==> config.mk <==
export PLATFORM = sky130hd
export DESIGN_NAME = axi_mm_reg_slice_flat
export DESIGN_NICKNAME = d
export VERILOG_FILES = /design/src/rtl/axi_mm_pkg.sv /design/src/rtl/axi_mm_if.sv /design/src/rtl/axi_skid_buf.sv /design/src/rtl/axi_mm_reg_slice.sv /design/src/flat_wrapper.sv
export SDC_FILE = /design/constraint.sdc
export NUM_CORES = 1
export LEC_CHECK = 0
export ABC_AREA = 1
export ABC_CLOCK_PERIOD_IN_PS = 16400
export CORE_MARGIN = 1.5
export CORE_UTILIZATION = 40
export CTS_BUF_LIST = sky130_fd_sc_hd__clkbuf_4 sky130_fd_sc_hd__clkbuf_8 sky130_fd_sc_hd__clkbuf_16
export DETAILED_ROUTE_END_ITERATION = 12
export GPL_ROUTABILITY_DRIVEN = 0
export PLACE_DENSITY = 0.73
export SLEW_MARGIN = 40
export SYNTH_ARGS = -nofsm -noshare
export SYNTH_HDL_FRONTEND = slang
export SYNTH_SLANG_ARGS = --single-unit
==> constraint.sdc <==
create_clock -name aclk -period 16.4 [get_ports aclk]
set_input_delay 3.28 -clock aclk [delete_from_list [all_inputs] [get_ports aclk]]
set_output_delay 3.28 -clock aclk [all_outputs]
set_load 0.1 [all_outputs]
==> src/rtl/axi_mm_pkg.sv <==
// Shared AXI4 types, constants and payload-width helpers for the register slice.
package axi_mm_pkg;

    typedef enum logic [1:0] {
        BYPASS = 2'd0,
        FWD    = 2'd1,
        FULL   = 2'd2
    } slice_mode_e;

    localparam logic [1:0] BURST_FIXED = 2'b00;
    localparam logic [1:0] BURST_INCR  = 2'b01;
    localparam logic [1:0] BURST_WRAP  = 2'b10;

    localparam logic [1:0] RESP_OKAY   = 2'b00;
    localparam logic [1:0] RESP_EXOKAY = 2'b01;
    localparam logic [1:0] RESP_SLVERR = 2'b10;
    localparam logic [1:0] RESP_DECERR = 2'b11;

    // id, addr, len(8) size(3) burst(2) lock(1) cache(4) prot(3) qos(4) region(4), user
    function automatic int aw_pld_w(input int id_w, input int addr_w, input int user_w);
        return id_w + addr_w + 29 + user_w;
    endfunction

    function automatic int w_pld_w(input int data_w, input int user_w);
        return data_w + data_w / 8 + 1 + user_w;
    endfunction

    function automatic int b_pld_w(input int id_w, input int user_w);
        return id_w + 2 + user_w;
    endfunction

    function automatic int r_pld_w(input int id_w, input int data_w, input int user_w);
        return id_w + data_w + 2 + 1 + user_w;
    endfunction

endpackage

==> src/rtl/axi_mm_if.sv <==
// AXI4 memory-mapped bundle; aresetn is carried for the system but not used by the slice.
interface axi_mm_if #(
    parameter int ADDR_WIDTH = 32,
    parameter int DATA_WIDTH = 32,
    parameter int ID_WIDTH   = 4,
    parameter int USER_WIDTH = 1
);
    localparam int STRB_WIDTH = DATA_WIDTH / 8;

    logic                  aresetn;

    logic [ID_WIDTH-1:0]   awid;
    logic [ADDR_WIDTH-1:0] awaddr;
    logic [7:0]            awlen;
    logic [2:0]            awsize;
    logic [1:0]            awburst;
    logic                  awlock;
    logic [3:0]            awcache;
    logic [2:0]            awprot;
    logic [3:0]            awqos;
    logic [3:0]            awregion;
    logic [USER_WIDTH-1:0] awuser;
    logic                  awvalid;
    logic                  awready;

    logic [DATA_WIDTH-1:0] wdata;
    logic [STRB_WIDTH-1:0] wstrb;
    logic                  wlast;
    logic [USER_WIDTH-1:0] wuser;
    logic                  wvalid;
    logic                  wready;

    logic [ID_WIDTH-1:0]   bid;
    logic [1:0]            bresp;
    logic [USER_WIDTH-1:0] buser;
    logic                  bvalid;
    logic                  bready;

    logic [ID_WIDTH-1:0]   arid;
    logic [ADDR_WIDTH-1:0] araddr;
    logic [7:0]            arlen;
    logic [2:0]            arsize;
    logic [1:0]            arburst;
    logic                  arlock;
    logic [3:0]            arcache;
    logic [2:0]            arprot;
    logic [3:0]            arqos;
    logic [3:0]            arregion;
    logic [USER_WIDTH-1:0] aruser;
    logic                  arvalid;
    logic                  arready;

    logic [ID_WIDTH-1:0]   rid;
    logic [DATA_WIDTH-1:0] rdata;
    logic [1:0]            rresp;
    logic                  rlast;
    logic [USER_WIDTH-1:0] ruser;
    logic                  rvalid;
    logic                  rready;

    modport master (
        output awid, awaddr, awlen, awsize, awburst, awlock, awcache, awprot, awqos, awregion, awuser, awvalid,
        input  awready,
        output wdata, wstrb, wlast, wuser, wvalid,
        input  wready,
        input  bid, bresp, buser, bvalid,
        output bready,
        output arid, araddr, arlen, arsize, arburst, arlock, arcache, arprot, arqos, arregion, aruser, arvalid,
        input  arready,
        input  rid, rdata, rresp, rlast, ruser, rvalid,
        output rready
    );

    modport slave (
        input  awid, awaddr, awlen, awsize, awburst, awlock, awcache, awprot, awqos, awregion, awuser, awvalid,
        output awready,
        input  wdata, wstrb, wlast, wuser, wvalid,
        output wready,
        output bid, bresp, buser, bvalid,
        input  bready,
        input  arid, araddr, arlen, arsize, arburst, arlock, arcache, arprot, arqos, arregion, aruser, arvalid,
        output arready,
        output rid, rdata, rresp, rlast, ruser, rvalid,
        input  rready
    );

endinterface

==> src/rtl/axi_skid_buf.sv <==
// Purpose: one valid/ready channel stage, selectable as wires, forward register or two-entry skid.
// Latency: 0 cycles in BYPASS, 1 cycle in FWD and FULL.
// Backpressure: BYPASS passes ready through; FWD ready = !dst_vld || dst_rdy; FULL ready = !skid occupied.
module axi_skid_buf
    import axi_mm_pkg::*;
#(
    parameter int          WIDTH = 8,
    parameter slice_mode_e MODE  = FULL
) (
    input  logic             clk,
    input  logic             rst,
    input  logic             src_vld,
    output logic             src_rdy,
    input  logic [WIDTH-1:0] src_dat,
    output logic             dst_vld,
    input  logic             dst_rdy,
    output logic [WIDTH-1:0] dst_dat
);

    generate
        if (MODE == BYPASS) begin : g_bypass
            assign dst_vld = src_vld;
            assign dst_dat = src_dat;
            assign src_rdy = dst_rdy;

            logic unused_bypass;
            assign unused_bypass = clk ^ rst;
        end else if (MODE == FWD) begin : g_fwd
            logic             main_vld;
            logic [WIDTH-1:0] main_dat;

            // Reset gates both handshake sides so nothing is taken or offered while held.
            assign src_rdy = !rst && (!main_vld || dst_rdy);
            assign dst_vld = !rst && main_vld;
            assign dst_dat = main_dat;

            always_ff @(posedge clk) begin
                if (rst) begin
                    main_vld <= 1'b0;
                end else if (src_rdy) begin
                    main_vld <= src_vld;
                end
            end

            always_ff @(posedge clk) begin
                if (src_rdy && src_vld) begin
                    main_dat <= src_dat;
                end
            end
        end else begin : g_full
            logic             main_vld;
            logic             skid_vld;
            logic [WIDTH-1:0] main_dat;
            logic [WIDTH-1:0] skid_dat;
            logic             src_hs;
            logic             dst_hs;
            logic             main_free;

            assign src_rdy   = !rst && !skid_vld;
            assign dst_vld   = !rst && main_vld;
            assign dst_dat   = main_dat;
            assign src_hs    = src_vld && src_rdy;
            assign dst_hs    = dst_vld && dst_rdy;
            assign main_free = !main_vld || dst_hs;

            // Skid is only ever occupied while main is, so refilling main prefers skid.
            always_ff @(posedge clk) begin
                if (rst) begin
                    main_vld <= 1'b0;
                    skid_vld <= 1'b0;
                end else if (main_free) begin
                    main_vld <= skid_vld || src_hs;
                    skid_vld <= 1'b0;
                end else if (src_hs) begin
                    skid_vld <= 1'b1;
                end
            end

            always_ff @(posedge clk) begin
                if (main_free) begin
                    main_dat <= skid_vld ? skid_dat : src_dat;
                end
                if (!main_free && src_hs) begin
                    skid_dat <= src_dat;
                end
            end
        end
    endgenerate

endmodule

==> src/rtl/axi_mm_reg_slice.sv <==
// Purpose: AXI4 register slice, per-channel bypass/forward/skid; AXI_MM_REG_SLICE_STATS_EN adds outstanding counters.
// Latency: 0 cycles for a bypassed channel, 1 cycle for forward or full.
// Backpressure: each channel stalls independently per its mode; no cross-channel coupling.
module axi_mm_reg_slice
    import axi_mm_pkg::*;
#(
    parameter int ADDR_WIDTH = 32,
    parameter int DATA_WIDTH = 32,
    parameter int ID_WIDTH   = 4,
    parameter int USER_WIDTH = 1,
    parameter int AW_MODE    = 2,
    parameter int W_MODE     = 2,
    parameter int B_MODE     = 2,
    parameter int AR_MODE    = 2,
    parameter int R_MODE     = 2,
    parameter int CNT_WIDTH  = 8
) (
    input  logic                 aclk,
    input  logic                 areset,
    axi_mm_if.slave              s_axi,
    axi_mm_if.master             m_axi
`ifdef AXI_MM_REG_SLICE_STATS_EN
    ,
    output logic [CNT_WIDTH-1:0] wr_outstanding,
    output logic [CNT_WIDTH-1:0] rd_outstanding
`endif
);

    localparam int STRB_WIDTH = DATA_WIDTH / 8;
    localparam int AW_W = aw_pld_w(ID_WIDTH, ADDR_WIDTH, USER_WIDTH);
    localparam int W_W  = w_pld_w(DATA_WIDTH, USER_WIDTH);
    localparam int B_W  = b_pld_w(ID_WIDTH, USER_WIDTH);
    localparam int R_W  = r_pld_w(ID_WIDTH, DATA_WIDTH, USER_WIDTH);

    logic [AW_W-1:0] aw_src_dat, aw_dst_dat;
    logic [W_W-1:0]  w_src_dat,  w_dst_dat;
    logic [B_W-1:0]  b_src_dat,  b_dst_dat;
    logic [AW_W-1:0] ar_src_dat, ar_dst_dat;
    logic [R_W-1:0]  r_src_dat,  r_dst_dat;

    assign aw_src_dat = {s_axi.awid, s_axi.awaddr, s_axi.awlen, s_axi.awsize, s_axi.awburst, s_axi.awlock,
                         s_axi.awcache, s_axi.awprot, s_axi.awqos, s_axi.awregion, s_axi.awuser};
    assign {m_axi.awid, m_axi.awaddr, m_axi.awlen, m_axi.awsize, m_axi.awburst, m_axi.awlock,
            m_axi.awcache, m_axi.awprot, m_axi.awqos, m_axi.awregion, m_axi.awuser} = aw_dst_dat;

    assign w_src_dat = {s_axi.wdata, s_axi.wstrb, s_axi.wlast, s_axi.wuser};
    assign {m_axi.wdata, m_axi.wstrb, m_axi.wlast, m_axi.wuser} = w_dst_dat;

    assign b_src_dat = {m_axi.bid, m_axi.bresp, m_axi.buser};
    assign {s_axi.bid, s_axi.bresp, s_axi.buser} = b_dst_dat;

    assign ar_src_dat = {s_axi.arid, s_axi.araddr, s_axi.arlen, s_axi.arsize, s_axi.arburst, s_axi.arlock,
                         s_axi.arcache, s_axi.arprot, s_axi.arqos, s_axi.arregion, s_axi.aruser};
    assign {m_axi.arid, m_axi.araddr, m_axi.arlen, m_axi.arsize, m_axi.arburst, m_axi.arlock,
            m_axi.arcache, m_axi.arprot, m_axi.arqos, m_axi.arregion, m_axi.aruser} = ar_dst_dat;

    assign r_src_dat = {m_axi.rid, m_axi.rdata, m_axi.rresp, m_axi.rlast, m_axi.ruser};
    assign {s_axi.rid, s_axi.rdata, s_axi.rresp, s_axi.rlast, s_axi.ruser} = r_dst_dat;

    axi_skid_buf #(.WIDTH(AW_W), .MODE(slice_mode_e'(AW_MODE))) u_aw (
        .clk(aclk), .rst(areset),
        .src_vld(s_axi.awvalid), .src_rdy(s_axi.awready), .src_dat(aw_src_dat),
        .dst_vld(m_axi.awvalid), .dst_rdy(m_axi.awready), .dst_dat(aw_dst_dat)
    );

    axi_skid_buf #(.WIDTH(W_W), .MODE(slice_mode_e'(W_MODE))) u_w (
        .clk(aclk), .rst(areset),
        .src_vld(s_axi.wvalid), .src_rdy(s_axi.wready), .src_dat(w_src_dat),
        .dst_vld(m_axi.wvalid), .dst_rdy(m_axi.wready), .dst_dat(w_dst_dat)
    );

    axi_skid_buf #(.WIDTH(B_W), .MODE(slice_mode_e'(B_MODE))) u_b (
        .clk(aclk), .rst(areset),
        .src_vld(m_axi.bvalid), .src_rdy(m_axi.bready), .src_dat(b_src_dat),
        .dst_vld(s_axi.bvalid), .dst_rdy(s_axi.bready), .dst_dat(b_dst_dat)
    );

    axi_skid_buf #(.WIDTH(AW_W), .MODE(slice_mode_e'(AR_MODE))) u_ar (
        .clk(aclk), .rst(areset),
        .src_vld(s_axi.arvalid), .src_rdy(s_axi.arready), .src_dat(ar_src_dat),
        .dst_vld(m_axi.arvalid), .dst_rdy(m_axi.arready), .dst_dat(ar_dst_dat)
    );

    axi_skid_buf #(.WIDTH(R_W), .MODE(slice_mode_e'(R_MODE))) u_r (
        .clk(aclk), .rst(areset),
        .src_vld(m_axi.rvalid), .src_rdy(m_axi.rready), .src_dat(r_src_dat),
        .dst_vld(s_axi.rvalid), .dst_rdy(s_axi.rready), .dst_dat(r_dst_dat)
    );

`ifdef AXI_MM_REG_SLICE_STATS_EN
    localparam logic [CNT_WIDTH-1:0] CNT_MAX = '1;

    logic                 aw_hs, b_hs, ar_hs, rlast_hs;
    logic [CNT_WIDTH-1:0] wr_cnt, rd_cnt;

    // Counted on the upstream side so they reflect what the master sees as open.
    assign aw_hs    = s_axi.awvalid && s_axi.awready;
    assign b_hs     = s_axi.bvalid  && s_axi.bready;
    assign ar_hs    = s_axi.arvalid && s_axi.arready;
    assign rlast_hs = s_axi.rvalid  && s_axi.rready && s_axi.rlast;

    always_ff @(posedge aclk) begin
        if (areset) begin
            wr_cnt <= '0;
            rd_cnt <= '0;
        end else begin
            if (aw_hs && !b_hs && wr_cnt != CNT_MAX) begin
                wr_cnt <= wr_cnt + 1'b1;
            end else if (b_hs && !aw_hs && wr_cnt != '0) begin
                wr_cnt <= wr_cnt - 1'b1;
            end
            if (ar_hs && !rlast_hs && rd_cnt != CNT_MAX) begin
                rd_cnt <= rd_cnt + 1'b1;
            end else if (rlast_hs && !ar_hs && rd_cnt != '0) begin
                rd_cnt <= rd_cnt - 1'b1;
            end
        end
    end

    assign wr_outstanding = areset ? '0 : wr_cnt;
    assign rd_outstanding = areset ? '0 : rd_cnt;
`endif

endmodule

==> src/flat_wrapper.sv <==
// flat-port wrapper written by rule: the top's interface ports become plain ports
module axi_mm_reg_slice_flat import axi_mm_pkg::*;
#(
    parameter int ADDR_WIDTH = 32,
    parameter int DATA_WIDTH = 32,
    parameter int ID_WIDTH   = 4,
    parameter int USER_WIDTH = 1,
    parameter int AW_MODE    = 2,
    parameter int W_MODE     = 2,
    parameter int B_MODE     = 2,
    parameter int AR_MODE    = 2,
    parameter int R_MODE     = 2,
    parameter int CNT_WIDTH  = 8
)
  (aclk, areset, s_axi_awid, s_axi_awaddr, s_axi_awlen, s_axi_awsize, s_axi_awburst, s_axi_awlock, s_axi_awcache, s_axi_awprot, s_axi_awqos, s_axi_awregion, s_axi_awuser, s_axi_awvalid, s_axi_awready, s_axi_wdata, s_axi_wstrb, s_axi_wlast, s_axi_wuser, s_axi_wvalid, s_axi_wready, s_axi_bid, s_axi_bresp, s_axi_buser, s_axi_bvalid, s_axi_bready, s_axi_arid, s_axi_araddr, s_axi_arlen, s_axi_arsize, s_axi_arburst, s_axi_arlock, s_axi_arcache, s_axi_arprot, s_axi_arqos, s_axi_arregion, s_axi_aruser, s_axi_arvalid, s_axi_arready, s_axi_rid, s_axi_rdata, s_axi_rresp, s_axi_rlast, s_axi_ruser, s_axi_rvalid, s_axi_rready, m_axi_awid, m_axi_awaddr, m_axi_awlen, m_axi_awsize, m_axi_awburst, m_axi_awlock, m_axi_awcache, m_axi_awprot, m_axi_awqos, m_axi_awregion, m_axi_awuser, m_axi_awvalid, m_axi_awready, m_axi_wdata, m_axi_wstrb, m_axi_wlast, m_axi_wuser, m_axi_wvalid, m_axi_wready, m_axi_bid, m_axi_bresp, m_axi_buser, m_axi_bvalid, m_axi_bready, m_axi_arid, m_axi_araddr, m_axi_arlen, m_axi_arsize, m_axi_arburst, m_axi_arlock, m_axi_arcache, m_axi_arprot, m_axi_arqos, m_axi_arregion, m_axi_aruser, m_axi_arvalid, m_axi_arready, m_axi_rid, m_axi_rdata, m_axi_rresp, m_axi_rlast, m_axi_ruser, m_axi_rvalid, m_axi_rready);
  axi_mm_if #(.ADDR_WIDTH(ADDR_WIDTH), .DATA_WIDTH(DATA_WIDTH), .ID_WIDTH(ID_WIDTH), .USER_WIDTH(USER_WIDTH)) s_axi_i ();
  axi_mm_if #(.ADDR_WIDTH(ADDR_WIDTH), .DATA_WIDTH(DATA_WIDTH), .ID_WIDTH(ID_WIDTH), .USER_WIDTH(USER_WIDTH)) m_axi_i ();
  input  logic aclk;
  input  logic areset;
  input wire logic [$bits(s_axi_i.awid)-1:0] s_axi_awid;
  input wire logic [$bits(s_axi_i.awaddr)-1:0] s_axi_awaddr;
  input wire logic [$bits(s_axi_i.awlen)-1:0] s_axi_awlen;
  input wire logic [$bits(s_axi_i.awsize)-1:0] s_axi_awsize;
  input wire logic [$bits(s_axi_i.awburst)-1:0] s_axi_awburst;
  input wire logic [$bits(s_axi_i.awlock)-1:0] s_axi_awlock;
  input wire logic [$bits(s_axi_i.awcache)-1:0] s_axi_awcache;
  input wire logic [$bits(s_axi_i.awprot)-1:0] s_axi_awprot;
  input wire logic [$bits(s_axi_i.awqos)-1:0] s_axi_awqos;
  input wire logic [$bits(s_axi_i.awregion)-1:0] s_axi_awregion;
  input wire logic [$bits(s_axi_i.awuser)-1:0] s_axi_awuser;
  input wire logic [$bits(s_axi_i.awvalid)-1:0] s_axi_awvalid;
  output wire logic [$bits(s_axi_i.awready)-1:0] s_axi_awready;
  input wire logic [$bits(s_axi_i.wdata)-1:0] s_axi_wdata;
  input wire logic [$bits(s_axi_i.wstrb)-1:0] s_axi_wstrb;
  input wire logic [$bits(s_axi_i.wlast)-1:0] s_axi_wlast;
  input wire logic [$bits(s_axi_i.wuser)-1:0] s_axi_wuser;
  input wire logic [$bits(s_axi_i.wvalid)-1:0] s_axi_wvalid;
  output wire logic [$bits(s_axi_i.wready)-1:0] s_axi_wready;
  output wire logic [$bits(s_axi_i.bid)-1:0] s_axi_bid;
  output wire logic [$bits(s_axi_i.bresp)-1:0] s_axi_bresp;
  output wire logic [$bits(s_axi_i.buser)-1:0] s_axi_buser;
  output wire logic [$bits(s_axi_i.bvalid)-1:0] s_axi_bvalid;
  input wire logic [$bits(s_axi_i.bready)-1:0] s_axi_bready;
  input wire logic [$bits(s_axi_i.arid)-1:0] s_axi_arid;
  input wire logic [$bits(s_axi_i.araddr)-1:0] s_axi_araddr;
  input wire logic [$bits(s_axi_i.arlen)-1:0] s_axi_arlen;
  input wire logic [$bits(s_axi_i.arsize)-1:0] s_axi_arsize;
  input wire logic [$bits(s_axi_i.arburst)-1:0] s_axi_arburst;
  input wire logic [$bits(s_axi_i.arlock)-1:0] s_axi_arlock;
  input wire logic [$bits(s_axi_i.arcache)-1:0] s_axi_arcache;
  input wire logic [$bits(s_axi_i.arprot)-1:0] s_axi_arprot;
  input wire logic [$bits(s_axi_i.arqos)-1:0] s_axi_arqos;
  input wire logic [$bits(s_axi_i.arregion)-1:0] s_axi_arregion;
  input wire logic [$bits(s_axi_i.aruser)-1:0] s_axi_aruser;
  input wire logic [$bits(s_axi_i.arvalid)-1:0] s_axi_arvalid;
  output wire logic [$bits(s_axi_i.arready)-1:0] s_axi_arready;
  output wire logic [$bits(s_axi_i.rid)-1:0] s_axi_rid;
  output wire logic [$bits(s_axi_i.rdata)-1:0] s_axi_rdata;
  output wire logic [$bits(s_axi_i.rresp)-1:0] s_axi_rresp;
  output wire logic [$bits(s_axi_i.rlast)-1:0] s_axi_rlast;
  output wire logic [$bits(s_axi_i.ruser)-1:0] s_axi_ruser;
  output wire logic [$bits(s_axi_i.rvalid)-1:0] s_axi_rvalid;
  input wire logic [$bits(s_axi_i.rready)-1:0] s_axi_rready;
  output wire logic [$bits(m_axi_i.awid)-1:0] m_axi_awid;
  output wire logic [$bits(m_axi_i.awaddr)-1:0] m_axi_awaddr;
  output wire logic [$bits(m_axi_i.awlen)-1:0] m_axi_awlen;
  output wire logic [$bits(m_axi_i.awsize)-1:0] m_axi_awsize;
  output wire logic [$bits(m_axi_i.awburst)-1:0] m_axi_awburst;
  output wire logic [$bits(m_axi_i.awlock)-1:0] m_axi_awlock;
  output wire logic [$bits(m_axi_i.awcache)-1:0] m_axi_awcache;
  output wire logic [$bits(m_axi_i.awprot)-1:0] m_axi_awprot;
  output wire logic [$bits(m_axi_i.awqos)-1:0] m_axi_awqos;
  output wire logic [$bits(m_axi_i.awregion)-1:0] m_axi_awregion;
  output wire logic [$bits(m_axi_i.awuser)-1:0] m_axi_awuser;
  output wire logic [$bits(m_axi_i.awvalid)-1:0] m_axi_awvalid;
  input wire logic [$bits(m_axi_i.awready)-1:0] m_axi_awready;
  output wire logic [$bits(m_axi_i.wdata)-1:0] m_axi_wdata;
  output wire logic [$bits(m_axi_i.wstrb)-1:0] m_axi_wstrb;
  output wire logic [$bits(m_axi_i.wlast)-1:0] m_axi_wlast;
  output wire logic [$bits(m_axi_i.wuser)-1:0] m_axi_wuser;
  output wire logic [$bits(m_axi_i.wvalid)-1:0] m_axi_wvalid;
  input wire logic [$bits(m_axi_i.wready)-1:0] m_axi_wready;
  input wire logic [$bits(m_axi_i.bid)-1:0] m_axi_bid;
  input wire logic [$bits(m_axi_i.bresp)-1:0] m_axi_bresp;
  input wire logic [$bits(m_axi_i.buser)-1:0] m_axi_buser;
  input wire logic [$bits(m_axi_i.bvalid)-1:0] m_axi_bvalid;
  output wire logic [$bits(m_axi_i.bready)-1:0] m_axi_bready;
  output wire logic [$bits(m_axi_i.arid)-1:0] m_axi_arid;
  output wire logic [$bits(m_axi_i.araddr)-1:0] m_axi_araddr;
  output wire logic [$bits(m_axi_i.arlen)-1:0] m_axi_arlen;
  output wire logic [$bits(m_axi_i.arsize)-1:0] m_axi_arsize;
  output wire logic [$bits(m_axi_i.arburst)-1:0] m_axi_arburst;
  output wire logic [$bits(m_axi_i.arlock)-1:0] m_axi_arlock;
  output wire logic [$bits(m_axi_i.arcache)-1:0] m_axi_arcache;
  output wire logic [$bits(m_axi_i.arprot)-1:0] m_axi_arprot;
  output wire logic [$bits(m_axi_i.arqos)-1:0] m_axi_arqos;
  output wire logic [$bits(m_axi_i.arregion)-1:0] m_axi_arregion;
  output wire logic [$bits(m_axi_i.aruser)-1:0] m_axi_aruser;
  output wire logic [$bits(m_axi_i.arvalid)-1:0] m_axi_arvalid;
  input wire logic [$bits(m_axi_i.arready)-1:0] m_axi_arready;
  input wire logic [$bits(m_axi_i.rid)-1:0] m_axi_rid;
  input wire logic [$bits(m_axi_i.rdata)-1:0] m_axi_rdata;
  input wire logic [$bits(m_axi_i.rresp)-1:0] m_axi_rresp;
  input wire logic [$bits(m_axi_i.rlast)-1:0] m_axi_rlast;
  input wire logic [$bits(m_axi_i.ruser)-1:0] m_axi_ruser;
  input wire logic [$bits(m_axi_i.rvalid)-1:0] m_axi_rvalid;
  output wire logic [$bits(m_axi_i.rready)-1:0] m_axi_rready;
  assign s_axi_i.awid = s_axi_awid;
  assign s_axi_i.awaddr = s_axi_awaddr;
  assign s_axi_i.awlen = s_axi_awlen;
  assign s_axi_i.awsize = s_axi_awsize;
  assign s_axi_i.awburst = s_axi_awburst;
  assign s_axi_i.awlock = s_axi_awlock;
  assign s_axi_i.awcache = s_axi_awcache;
  assign s_axi_i.awprot = s_axi_awprot;
  assign s_axi_i.awqos = s_axi_awqos;
  assign s_axi_i.awregion = s_axi_awregion;
  assign s_axi_i.awuser = s_axi_awuser;
  assign s_axi_i.awvalid = s_axi_awvalid;
  assign s_axi_awready = s_axi_i.awready;
  assign s_axi_i.wdata = s_axi_wdata;
  assign s_axi_i.wstrb = s_axi_wstrb;
  assign s_axi_i.wlast = s_axi_wlast;
  assign s_axi_i.wuser = s_axi_wuser;
  assign s_axi_i.wvalid = s_axi_wvalid;
  assign s_axi_wready = s_axi_i.wready;
  assign s_axi_bid = s_axi_i.bid;
  assign s_axi_bresp = s_axi_i.bresp;
  assign s_axi_buser = s_axi_i.buser;
  assign s_axi_bvalid = s_axi_i.bvalid;
  assign s_axi_i.bready = s_axi_bready;
  assign s_axi_i.arid = s_axi_arid;
  assign s_axi_i.araddr = s_axi_araddr;
  assign s_axi_i.arlen = s_axi_arlen;
  assign s_axi_i.arsize = s_axi_arsize;
  assign s_axi_i.arburst = s_axi_arburst;
  assign s_axi_i.arlock = s_axi_arlock;
  assign s_axi_i.arcache = s_axi_arcache;
  assign s_axi_i.arprot = s_axi_arprot;
  assign s_axi_i.arqos = s_axi_arqos;
  assign s_axi_i.arregion = s_axi_arregion;
  assign s_axi_i.aruser = s_axi_aruser;
  assign s_axi_i.arvalid = s_axi_arvalid;
  assign s_axi_arready = s_axi_i.arready;
  assign s_axi_rid = s_axi_i.rid;
  assign s_axi_rdata = s_axi_i.rdata;
  assign s_axi_rresp = s_axi_i.rresp;
  assign s_axi_rlast = s_axi_i.rlast;
  assign s_axi_ruser = s_axi_i.ruser;
  assign s_axi_rvalid = s_axi_i.rvalid;
  assign s_axi_i.rready = s_axi_rready;
  assign m_axi_awid = m_axi_i.awid;
  assign m_axi_awaddr = m_axi_i.awaddr;
  assign m_axi_awlen = m_axi_i.awlen;
  assign m_axi_awsize = m_axi_i.awsize;
  assign m_axi_awburst = m_axi_i.awburst;
  assign m_axi_awlock = m_axi_i.awlock;
  assign m_axi_awcache = m_axi_i.awcache;
  assign m_axi_awprot = m_axi_i.awprot;
  assign m_axi_awqos = m_axi_i.awqos;
  assign m_axi_awregion = m_axi_i.awregion;
  assign m_axi_awuser = m_axi_i.awuser;
  assign m_axi_awvalid = m_axi_i.awvalid;
  assign m_axi_i.awready = m_axi_awready;
  assign m_axi_wdata = m_axi_i.wdata;
  assign m_axi_wstrb = m_axi_i.wstrb;
  assign m_axi_wlast = m_axi_i.wlast;
  assign m_axi_wuser = m_axi_i.wuser;
  assign m_axi_wvalid = m_axi_i.wvalid;
  assign m_axi_i.wready = m_axi_wready;
  assign m_axi_i.bid = m_axi_bid;
  assign m_axi_i.bresp = m_axi_bresp;
  assign m_axi_i.buser = m_axi_buser;
  assign m_axi_i.bvalid = m_axi_bvalid;
  assign m_axi_bready = m_axi_i.bready;
  assign m_axi_arid = m_axi_i.arid;
  assign m_axi_araddr = m_axi_i.araddr;
  assign m_axi_arlen = m_axi_i.arlen;
  assign m_axi_arsize = m_axi_i.arsize;
  assign m_axi_arburst = m_axi_i.arburst;
  assign m_axi_arlock = m_axi_i.arlock;
  assign m_axi_arcache = m_axi_i.arcache;
  assign m_axi_arprot = m_axi_i.arprot;
  assign m_axi_arqos = m_axi_i.arqos;
  assign m_axi_arregion = m_axi_i.arregion;
  assign m_axi_aruser = m_axi_i.aruser;
  assign m_axi_arvalid = m_axi_i.arvalid;
  assign m_axi_i.arready = m_axi_arready;
  assign m_axi_i.rid = m_axi_rid;
  assign m_axi_i.rdata = m_axi_rdata;
  assign m_axi_i.rresp = m_axi_rresp;
  assign m_axi_i.rlast = m_axi_rlast;
  assign m_axi_i.ruser = m_axi_ruser;
  assign m_axi_i.rvalid = m_axi_rvalid;
  assign m_axi_rready = m_axi_i.rready;
  axi_mm_reg_slice #(.ADDR_WIDTH(ADDR_WIDTH), .DATA_WIDTH(DATA_WIDTH), .ID_WIDTH(ID_WIDTH), .USER_WIDTH(USER_WIDTH), .AW_MODE(AW_MODE), .W_MODE(W_MODE), .B_MODE(B_MODE), .AR_MODE(AR_MODE), .R_MODE(R_MODE), .CNT_WIDTH(CNT_WIDTH)) u_core (.aclk(aclk), .areset(areset), .s_axi(s_axi_i), .m_axi(m_axi_i));
endmodule
Yosys cells after proc, flatten, opt, wreduce, memory -nomap -nowiden. Cells that the tools add are included.

Register bits: 444. Bits of input ports: 229. Output and inout bits: 227. Word-level logic and storage cells: 81.

Muxes and demuxes: 5. Reduce and logical (&&, ||, !) cells: 56.

Operators with widths (count): 2-to-1 mux 66 bit (2); 2-to-1 mux 40 bit (1); 2-to-1 mux 38 bit (1); logical AND 1 bit (25); logical NOT 1 bit (16); logical OR 1 bit (10); OR reduction 2 bit (5); 2-to-1 mux 7 bit (1).

Logic depth before layout (Yosys ltp). Gate-level depths: netlist of the first run.

Depth after elaboration: 6. Mapped depth: 5. Mapped depth without buffers: 4.

Cells and area by module. Synthesis of the first run repeated with hierarchy kept, for this count alone.

Cell total of the unflattened synthesis: 1214. Area total of the unflattened synthesis: 16753.6 um2.

By module, submodules not included: axi_skid_buf at u_core.u_ar ... (instances 2, cells an instance 361, area an instance 5063.6 um2, seq. area each 4003.8 um2); axi_skid_buf at u_core.u_r (instances 1, cells an instance 225, area an instance 3088.0 um2, seq. area each 2442.3 um2); axi_skid_buf at u_core.u_w (instances 1, cells an instance 215, area an instance 2924.1 um2, seq. area each 2322.2 um2); axi_skid_buf at u_core.u_b (instances 1, cells an instance 52, area an instance 614.3 um2, seq. area each 460.4 um2).

Worst setup path after synthesis of the first run. OpenSTA, ideal clock, no wires.

Path kind: in2reg. Start point: input port areset. End point: register u_core.u_aw.g_full.skid_dat[0] (enable). Library setup time: 0.490 ns. Arrival time: 7.828 ns. Data required time: 15.910 ns. Slack: 8.082 ns. Stages: 4. Path buffers: 0. Cells stage by stage: inv_1 nand2_1 nand2_1 nor2_1.

Longest elaborated chain between the ends: 6. Elaborated cells on any way between the ends: 8. Classes of those cells: reduce/logical (8).

Ends and longest elaborated chain: start: declaration (RTL line flat_wrapper.sv:19) `input logic areset;`; logical NOT 1 bit (RTL line axi_skid_buf.sv:60) `assign dst_vld = !rst && main_vld;`; logical AND 1 bit (RTL line axi_skid_buf.sv:60); logical AND 1 bit (RTL line axi_skid_buf.sv:63) `assign dst_hs = dst_vld && dst_rdy;`; logical OR 1 bit (RTL line axi_skid_buf.sv:64) `assign main_free = !main_vld || dst_hs;`; named net u_core.u_aw.g_full.main_free (RTL line axi_skid_buf.sv:57) `logic main_free;`; logical NOT 1 bit (RTL line axi_skid_buf.sv:83) `if (!main_free && src_hs) begin`; logical AND 1 bit (RTL line axi_skid_buf.sv:83); end signal: assignment (RTL line axi_skid_buf.sv:84) `skid_dat <= src_dat;`; end: declaration (RTL line axi_skid_buf.sv:54) `logic [WIDTH-1:0] skid_dat;`.

The timed path passes the listed nets, and every way through them passes these cells. A chain may end at the register's enable or synchronous reset.

Final worst setup path of the first run.
Start point: input port areset. End point: output port m_axi_bready.

Longest elaborated chain between the ends: 2.

Ends and longest elaborated chain: logical NOT 1 bit (RTL line axi_skid_buf.sv:59) `assign src_rdy = !rst && !skid_vld;`; logical AND 1 bit (RTL line axi_skid_buf.sv:59); end: declaration (RTL line flat_wrapper.sv:87) `output wire logic [$bits(m_axi_i.bready)-1:0] m_axi_bready;`.

No other way between the ends.

==> results of run 1 <==
-- placed cells by master, fill, tap and decap left out, types with 4 or more instances in the layout --
cell type,count
nor2_1,18
inv_1,228
nand2_1,232
clkbuf_8,6
nor2_4,5
o21ai_0,202
buf_16,4
clkdlybuf4s50_1,228
o21ai_2,4
buf_2,227
clkbuf_16,49
buf_4,6
nand3_1,5
o21ai_1,16
edfxtp_1,434
bufinv_16,4
dfxtp_1,6
clkinv_2,5
clkbuf_4,13
-- worst max-delay path by stage --
stage | end | start | depth (start not counted) | slack (ns)
detailed placement | m_axi_bready | areset | 4 | 8.57
global placement | m_axi_rready | areset | 4 | 7.87
global route | m_axi_rready | areset | 4 | 8.50
CTS | m_axi_bready | areset | 4 | 8.55
floorplan | u_core.u_aw.g_full.skid_dat[0]$_DFFE_PP_ | areset | 4 | 8.08
finish | m_axi_bready | areset | 4 | 8.56
-- flip-flops by register name, indices dropped and copies added, names as in the netlist, 7 cells and up --
name                         count
u_core.u_ar.dst_dat             66
u_core.u_ar.g_full.skid_dat     66
u_core.u_aw.dst_dat             66
u_core.u_aw.g_full.skid_dat     66
u_core.u_r.dst_dat              40
u_core.u_r.g_full.skid_dat      40
u_core.u_w.dst_dat              38
u_core.u_w.g_full.skid_dat      38
u_core.u_b.dst_dat               7
u_core.u_b.g_full.skid_dat       7
-- metal layers --
metal	vias to the layer above	routed length, um	global-route usage (%)
met1	4686	14630	20.45
li1	5032	-	-
met2	360	17660	26.19
met4	4	1157	7.220
met5	-	24	0
met3	70	3130	5.039
-- cell families (layout without fill, tap and decap cells) --
logic type / Yosys count / after routing / synth area share, %
flops: 444 / 444 / 79.49
buf+inv: 279 / 783 / 7.426
other cells: 0 / 1 / 0
simple gates: 267 / 267 / 6.314
compound gates: 222 / 222 / 6.765
-- metrics by stage --
step | cells | power, mW | hold WS (ns)
after floorplan | 1212 | 1.785 | 0.4707
after global placement | 2157 | 1.961 | 0.4897
after detailed placement | 2161 | 1.920 | 0.4994
after CTS | 2247 | 3.011 | 0.5100
after global routing | 2249 | 3.073 | 0.5319
final | 2249 | 2.979 | 0.5072
-- layout make-up --
cell class / instances / area, sq um
Timing Repair Buffer: 469 / 3622
Sequential cell: 444 / 13240
Clock inverter: 18 / 209.0
Inverter: 228 / 855.8
Fill cell: 3393 / 18690
Multi-Input combinational cell: 489 / 2227
Antenna cell: 1 / 2.502
Clock buffer: 68 / 1406
Tap cell: 532 / 665.6
-- worst max-delay path, cell delays in order --
cell and delay [ns]:
clkdlybuf4s50_1 0.40, buf_4 0.25, nor2_1 0.16, buf_2 0.45
-- power by group through the flow --
stage | combinational (mW) | clock, mW | sequential [mW]
final | 0.554 | 1.09 | 1.34
after global routing | 0.575 | 1.15 | 1.35
after CTS | 0.557 | 1.11 | 1.34
after detailed placement | 0.557 | 0 | 1.36
after global placement | 0.596 | 0 | 1.36
after floorplan | 0.0628 | 0 | 1.72
==> impl_metrics.yaml, run 1 <==
hold_path:
  hp-start: "u_core.u_ar.g_full.main_vld$_SDFFE_PP0P_"
  whs_path_depth: 2
  hold_path.class: "reg2reg"
  hold_end: "u_core.u_ar.g_full.skid_vld$_SDFFE_PP0P_"
synth:
  synth_common_cells: "434 x edfxtp_1, 236 x nand2_1, 228 x inv_1, 202 x o21ai_0, 22 x nor2_1"
  ys_ff_latch: 444
  ys_async_sr_fraction_pct: 0
  syn-num-nets: 1441
  yosys.cell_types.count: 18
  yosys.cell_count.top_type: "edfxtp_1"
  syn_area_sq_mm: 0.01665
  synthesis.instances: 1212
  yosysTopAreaCell: "edfxtp_1"
  avgSynthCellArea_sq_um: 13.73
  yosysSeqAreaShare_pct: 79.49
  synth_edf_count: 434
  synth_top_area_share_pct: 78.29
  synthTopCellsByArea: "edfxtp_1 78%, o21ai_0 6.1%, nand2_1 5.3%"
  synth_ff_type: "edfxtp_1"
  ys_warn_count: 0
die:
  coreArea_sq_mm: 0.04092
  ios: 456
  die_x_um: 207.0
  num_rows: 74
  fp.dieH_um: 207.0
  dieArea_sq_mm: 0.04285
  start_util_pct: 40.68
clock_network:
  cts_sinks: 444
  post_cts_buffers: 0
  cts_buffers: 46
  cts_root_buf: "clkbuf_16"
  clock_path_buffers: 3
  cts_resized: 0
  hold_buffers: 0
  cts_tree: "yes"
  clk_latency_ns: 0.56
  htree_levels: 2
  path_clk_slew_ns: 0.05
layout:
  syn_to_final_growth_pct: 33.55
  nets: 1907
  fin_area_sq_mm: 0.02223
  final_layout_size_suffix_gt1_share_pct: 20.05
  final_util_pct: 54.32
route:
  first_iter_violations: 568
  post_drt_wl_per_cell_um: 16.27
  viasPerCell: 4.514
  first_pass_iters: 5
  wl_mm: 36.60
  antenna_left: 0
  drc: 0
  vias: 10150
setup_path:
  required_ns: 13.12
  cp_max_fo: 11
  crit_arrival_ns: 4.56
  r2r_cells: 4
  cp-start-kind: "input pin"
  endpoint_kind: "output pin"
  crit_type: "in2out"
  reg2reg_from: "u_core.u_ar.g_full.main_vld$_SDFFE_PP0P_"
  timing.rr.end: "u_core.u_ar.g_full.skid_dat[23]$_DFFE_PP_"
  r2r_slack_ns: 14.15
timing:
  relSlewSlack_pct: 47.65
  clock.fmax_mhz: 127.6
  skew_ns: 0.009576
  setup_tns_ns: 0
  rsz0062_at_grt: "false"
  setup_ws_ns: 8.561
  period_needed_ns: 7.839
  slew_violations: 0
  hold_viol: 0
  setup_violations: 0
  worst_pin_slew_ns: 0.7853
  min_period_over_period_pct: 47.80
global_route:
  grt_pass1_wl_mm: 53.59
  grt_overflow_total: 0
  grt_max_degree: 123
  grt_util_all_layers_pct: 16.35
  antenna_found_initial: 4
  grt_pass1_vias: 9723
status:
  status: "finished clean"
place:
  pre_cts_ws_ns: 8.566
  post_dp_cell_area_sq_mm: 0.02059
  place_hpwl_mm: 25.26
  io_buffers: 455
power_and_ir_drop:
  p_per_area_mw_per_mm2: 134.0
  internal_power_mw: 2.080
  switching_share_pct: 30.20
  combPwrFrac_pct: 18.6
  clock_power_share_pct: 36.4
  cellLeakagePower_nw: 8.728
  p_sw_mw: 0.8997
  seqPwrFrac_pct: 45.0
  peakVddDrop_mv: 0.09352
job:
  drv_cap: 0
Power figures use the tool's default switching activity.
==> run 2: changes to the inputs <==
Settings changed: ABC_CLOCK_PERIOD_IN_PS 16400 to 8150.
Clock period 16.4 ns to 8.15 ns, I/O delays scaled along.
==> run 2 against run 1 <==
Against the previous run:
- wire length is 0.42% higher
- critical path depth stayed put
- power grew 96%
- final area shrank 0.71%
- combinational power grew 100%
- clock skew down 0.0028 ns
- cell count is 0.31% lower
- register-to-register slack worse by 8.3 ns
- worst hold slack improved by 0.012 ns
- sequential power is 100% higher
- worst setup slack worse by 5.0 ns
- via count decreased by 0.50%
- critical path type unchanged
- critical endpoint unchanged
==> impl_metrics.yaml, run 2 (synthesis results as in run 1) <==
setup_path:
  critPathSlowestCell: "buf_2"
  cp_max_fo: 11
  crit_chain: "clkdlybuf4s50_1 -> buf_4 -> nor2_1 -> buf_2"
  r2r_slack_ns: 5.88
  cpLargestDelayFamily: "buffers and inverters"
  crit_path_max_incr_delay_ns: 0.46
  endpoint_kind: "output pin"
  timing.rr.end: "u_core.u_ar.g_full.skid_dat[10]$_DFFE_PP_"
  endpoint: "m_axi_bready"
  crit_type: "in2out"
  cp_num_buf_inv: 3
  crit_arrival_ns: 2.94
  required_ns: 6.52
  critPathLaunch: "areset"
  crit_cells: 4
  r2r_cells: 4
  cp-start-kind: "input pin"
  reg2reg_from: "u_core.u_ar.g_full.main_vld$_SDFFE_PP0P_"
clock_network:
  post_cts_buffers: 0
  cts_buffers: 45
  path_clk_slew_ns: 0.06
  htree_levels: 2
  cts_resized: 0
  hold_buffers: 0
  cts_root_buf: "clkbuf_16"
  clock_path_buffers: 3
  cts_tree: "yes"
  cts_sinks: 444
  clk_latency_ns: 0.54
hold_path:
  hold_path.class: "reg2reg"
  hp-start: "u_core.u_b.g_full.skid_dat[0]$_DFFE_PP_"
die:
  start_util_pct: 40.68
  ios: 456
  coreArea_sq_mm: 0.04092
  fp.dieH_um: 207.0
  num_rows: 74
  dieArea_sq_mm: 0.04285
  die_x_um: 207.0
layout:
  nets: 1907
  num_antenna_cells: 0
  fin_area_sq_mm: 0.02207
  final_util_pct: 53.93
  final_common_cell: "edfxtp_1"
  nFillCells: 3402
  final_layout_size_suffix_gt1_share_pct: 19.82
  layout_common_cells: "434 x edfxtp_1, 232 x nand2_1, 228 x inv_1, 228 x clkdlybuf4s50_1, 227 x buf_2"
  syn_to_final_growth_pct: 32.60
timing:
  setup_violations: 0
  clock.fmax_mhz: 218.8
  worst_pin_slew_ns: 0.8038
  hold_viol: 0
  period_needed_ns: 4.571
  min_period_over_period_pct: 56.08
  skew_ns: 0.006759
  relSlewSlack_pct: 46.41
  rsz0062_at_grt: "false"
  setup_tns_ns: 0
  slew_violations: 0
route:
  first_iter_violations: 658
  viasPerCell: 4.505
  drc: 0
  antenna_left: 0
  post_drt_wl_per_cell_um: 16.39
  wl_mm: 36.75
  first_pass_iters: 5
  vias: 10100
power_and_ir_drop:
  cellLeakagePower_nw: 8.662
  p_per_area_mw_per_mm2: 264.8
  peakVddDrop_mv: 0.1830
global_route:
  grt_max_degree: 126
  grt_pass1_vias: 9717
  grt_pass1_wl_mm: 53.47
  grt_overflow_total: 0
  grt_util_all_layers_pct: 16.45
  antenna_found_initial: 1
job:
  drv_cap: 0
place:
  post_dp_cell_area_sq_mm: 0.02060
  place_hpwl_mm: 25.84
  io_buffers: 455
status:
  status: "finished clean"
## run 2: worst min-delay path by stage
stage,slack [ns],to,cells past startpoint
floorplan,0.47,u_core.u_ar.g_full.skid_vld$_SDFFE_PP0P_,2
global placement,0.49,u_core.u_r.g_full.skid_vld$_SDFFE_PP0P_,2
detailed placement,0.51,u_core.u_aw.dst_dat[55]$_DFFE_PP_,2
CTS,0.52,u_core.u_b.g_full.skid_vld$_SDFFE_PP0P_,2
global route,0.54,u_core.u_ar.dst_dat[65]$_DFFE_PP_,2
finish,0.52,u_core.u_b.dst_dat[0]$_DFFE_PP_,2
## run 2: layout make-up
class                   count  area (sq um)  share of cell area (%)
flip-flops and latches    444         13240                   60.00
repair buffers            470          3608                   16.35
multi-input cells         489          2227                   10.09
clock buffers              64          1319                   5.975
inverters                 228         855.8                   3.877
well taps                 532         665.6                   3.016
clock inverters            15         153.9                  0.6972
## run 2: routing by layer
| layer | vias to the layer above | wire length (um) | global-route usage (%) |
|---|---|---|---|
| met5 | - | 15 | 0 |
| li1 | 5016 | - | - |
| met2 | 378 | 17670 | 26.73 |
| met4 | 2 | 1013 | 6.783 |
| met3 | 62 | 3241 | 5.055 |
| met1 | 4643 | 14810 | 20.48 |
## run 2: stage by stage
stage | hold slack, ns | instances | setup WS (ns) | total power [mW]
after CTS | 0.5195 | 2242 | 3.602 | 5.916
after global placement | 0.4904 | 2158 | 2.924 | 3.950
after floorplan | 0.4707 | 1212 | 1.482 | 3.593
after detailed placement | 0.5084 | 2163 | 3.318 | 3.867
after global routing | 0.5409 | 2242 | 3.526 | 6.045
final | 0.5194 | 2242 | 3.579 | 5.846
## run 2: report_power, final
group | internal [mW] | switching [mW] | total [mW]
clock | 1.22 | 0.814 | 2.03
combinational | 0.196 | 0.917 | 1.11
sequential | 2.66 | 0.0406 | 2.70
total | 4.07 | 1.77 | 5.85
## run 2: worst reg2reg max path: stages (launching register included)
cell and delay (ns):
dfxtp_1 0.36, nand2_2 0.07, buf_6 0.26, nor2_4 0.49, buf_4 0.66
==> run 3: changes to the inputs <==
Settings changed: ABC_CLOCK_PERIOD_IN_PS 8150 to 4700.
Clock period 8.15 ns to 4.7 ns, I/O delays scaled along.
==> run 3 against run 2 <==
Against the previous run:
- non-clock buffer count stayed put
- via count is 1.7% higher
- critical endpoint is now s_axi_bvalid
- worst hold slack worse by 0.0075 ns
- global-route usage is 0.37 points higher
==> impl_metrics.yaml, run 3 (synthesis results as in run 1) <==
clock_network:
  post_cts_buffers: 0
  hold_buffers: 0
  htree_levels: 2
  cts_root_buf: "clkbuf_16"
  clock_path_buffers: 3
  cts_buffers: 46
  clk_latency_ns: 0.55
  cts_resized: 0
  cts_tree: "yes"
  path_clk_slew_ns: 0.06
  cts_sinks: 444
power_and_ir_drop:
  combPwrFrac_pct: 18.7
  p_per_area_mw_per_mm2: 467.1
  peakVddDrop_mv: 0.3150
  internal_power_mw: 7.187
  p_sw_mw: 3.158
  switching_share_pct: 30.53
  cellLeakagePower_nw: 8.680
  clock_power_share_pct: 36.1
  seqPwrFrac_pct: 45.2
route:
  drc: 0
  viasPerCell: 4.560
  antenna_left: 0
  first_pass_iters: 5
  post_drt_wl_per_cell_um: 16.63
  first_iter_violations: 556
  vias: 10270
  wl_mm: 37.45
timing:
  worst_pin_slew_ns: 0.7005
  min_period_over_period_pct: 65.86
  hold_viol: 0
  relSlewSlack_pct: 53.30
  clock.fmax_mhz: 323.1
  setup_ws_ns: 1.605
  setup_tns_ns: 0
  setup_violations: 0
  rsz0062_at_grt: "false"
  skew_ns: 0.01084
  period_needed_ns: 3.095
  slew_violations: 0
setup_path:
  cp_max_fo: 11
  endpoint_kind: "output pin"
  crit_arrival_ns: 2.16
  required_ns: 3.76
  crit_type: "in2out"
  cp-start-kind: "input pin"
hold_path:
  hold_path.class: "reg2reg"
die:
  die_x_um: 207.0
  start_util_pct: 40.68
  coreArea_sq_mm: 0.04092
  ios: 456
  dieArea_sq_mm: 0.04285
  num_rows: 74
  fp.dieH_um: 207.0
layout:
  nets: 1908
  final_layout_size_suffix_gt1_share_pct: 19.69
  nFillCells: 3370
  regArea_sq_mm: 0.01324
  final_util_pct: 54.12
  final_common_cell: "edfxtp_1"
  syn_to_final_growth_pct: 33.06
  multi_input_area_sq_mm: 0.002217
  fin_area_sq_mm: 0.02215
  layout_common_cells: "434 x edfxtp_1, 232 x nand2_1, 228 x inv_1, 228 x clkdlybuf4s50_1, 217 x buf_2"
global_route:
  antenna_found_initial: 5
  grt_util_all_layers_pct: 16.82
  grt_pass1_wl_mm: 54.56
  grt_max_degree: 99
  grt_pass1_vias: 9951
  grt_overflow_total: 0
place:
  post_dp_cell_area_sq_mm: 0.02056
  place_hpwl_mm: 26.00
  pre_cts_ws_ns: 1.071
  io_buffers: 455
status:
  status: "finished clean"
job:
  drv_cap: 0
-- run 3: area by class of cell --
type                            instances  area share [%]
Antenna cell                            3         0.03389
Sequential cell                       444           59.79
Tap cell                              532           3.005
Clock inverter                         35           1.497
Timing Repair Buffer                  470           16.20
Multi-Input combinational cell        489           10.01
Inverter                              228           3.864
Clock buffer                           51           5.604
-- run 3: power by group through the flow --
stage,Sequential (mW),Clock [mW],Combinational (mW)
3_5_place_dp,4.76,0,1.95
3_3_place_gp,4.76,0,2.08
6_report,4.68,3.73,1.94
4_1_cts,4.68,3.84,1.95
2_1_floorplan,6.01,0,0.220
5_1_grt,4.69,3.98,2.01
-- run 3: worst max-delay path, stage by stage --
cell	delay (ns)
clkdlybuf4s50_1	0.40
buf_4	0.23
nor2_1	0.24
buf_4	0.33
-- run 3: final timing paths --
check / start / cells after the start / slack [ns] / end
max reg2reg: u_core.u_r.g_full.skid_vld$_SDFFE_PP0P_ / 5 / 2.47 / u_core.u_r.g_full.skid_dat[14]$_DFFE_PP_
min reg2reg: u_core.u_ar.g_full.main_vld$_SDFFE_PP0P_ / 2 / 0.51 / u_core.u_ar.g_full.skid_vld$_SDFFE_PP0P_
min: u_core.u_ar.g_full.main_vld$_SDFFE_PP0P_ / 2 / 0.51 / u_core.u_ar.g_full.skid_vld$_SDFFE_PP0P_
max: areset / 4 / 1.60 / s_axi_bvalid
-- run 3: routing by layer --
metal	share of wire (%)	track usage, %	vias to the layer above	wire length, um
met5	0.067	0	-	25
met4	3.4	8.094	4	1255
met3	10	5.746	80	3732
met2	48	26.92	389	17840
met1	39	20.43	4756	14590
li1	-	-	5041	-
-- run 3: per-stage QoR --
step           hold WS, ns  total power, mW  instances
2_1_floorplan       0.4707            6.227       1212
3_3_place_gp        0.4980            6.845       2161
3_5_place_dp        0.5013            6.704       2163
4_1_cts             0.5126            10.47       2249
5_1_grt             0.5374            10.68       2251
6_report            0.5119            10.35       2252
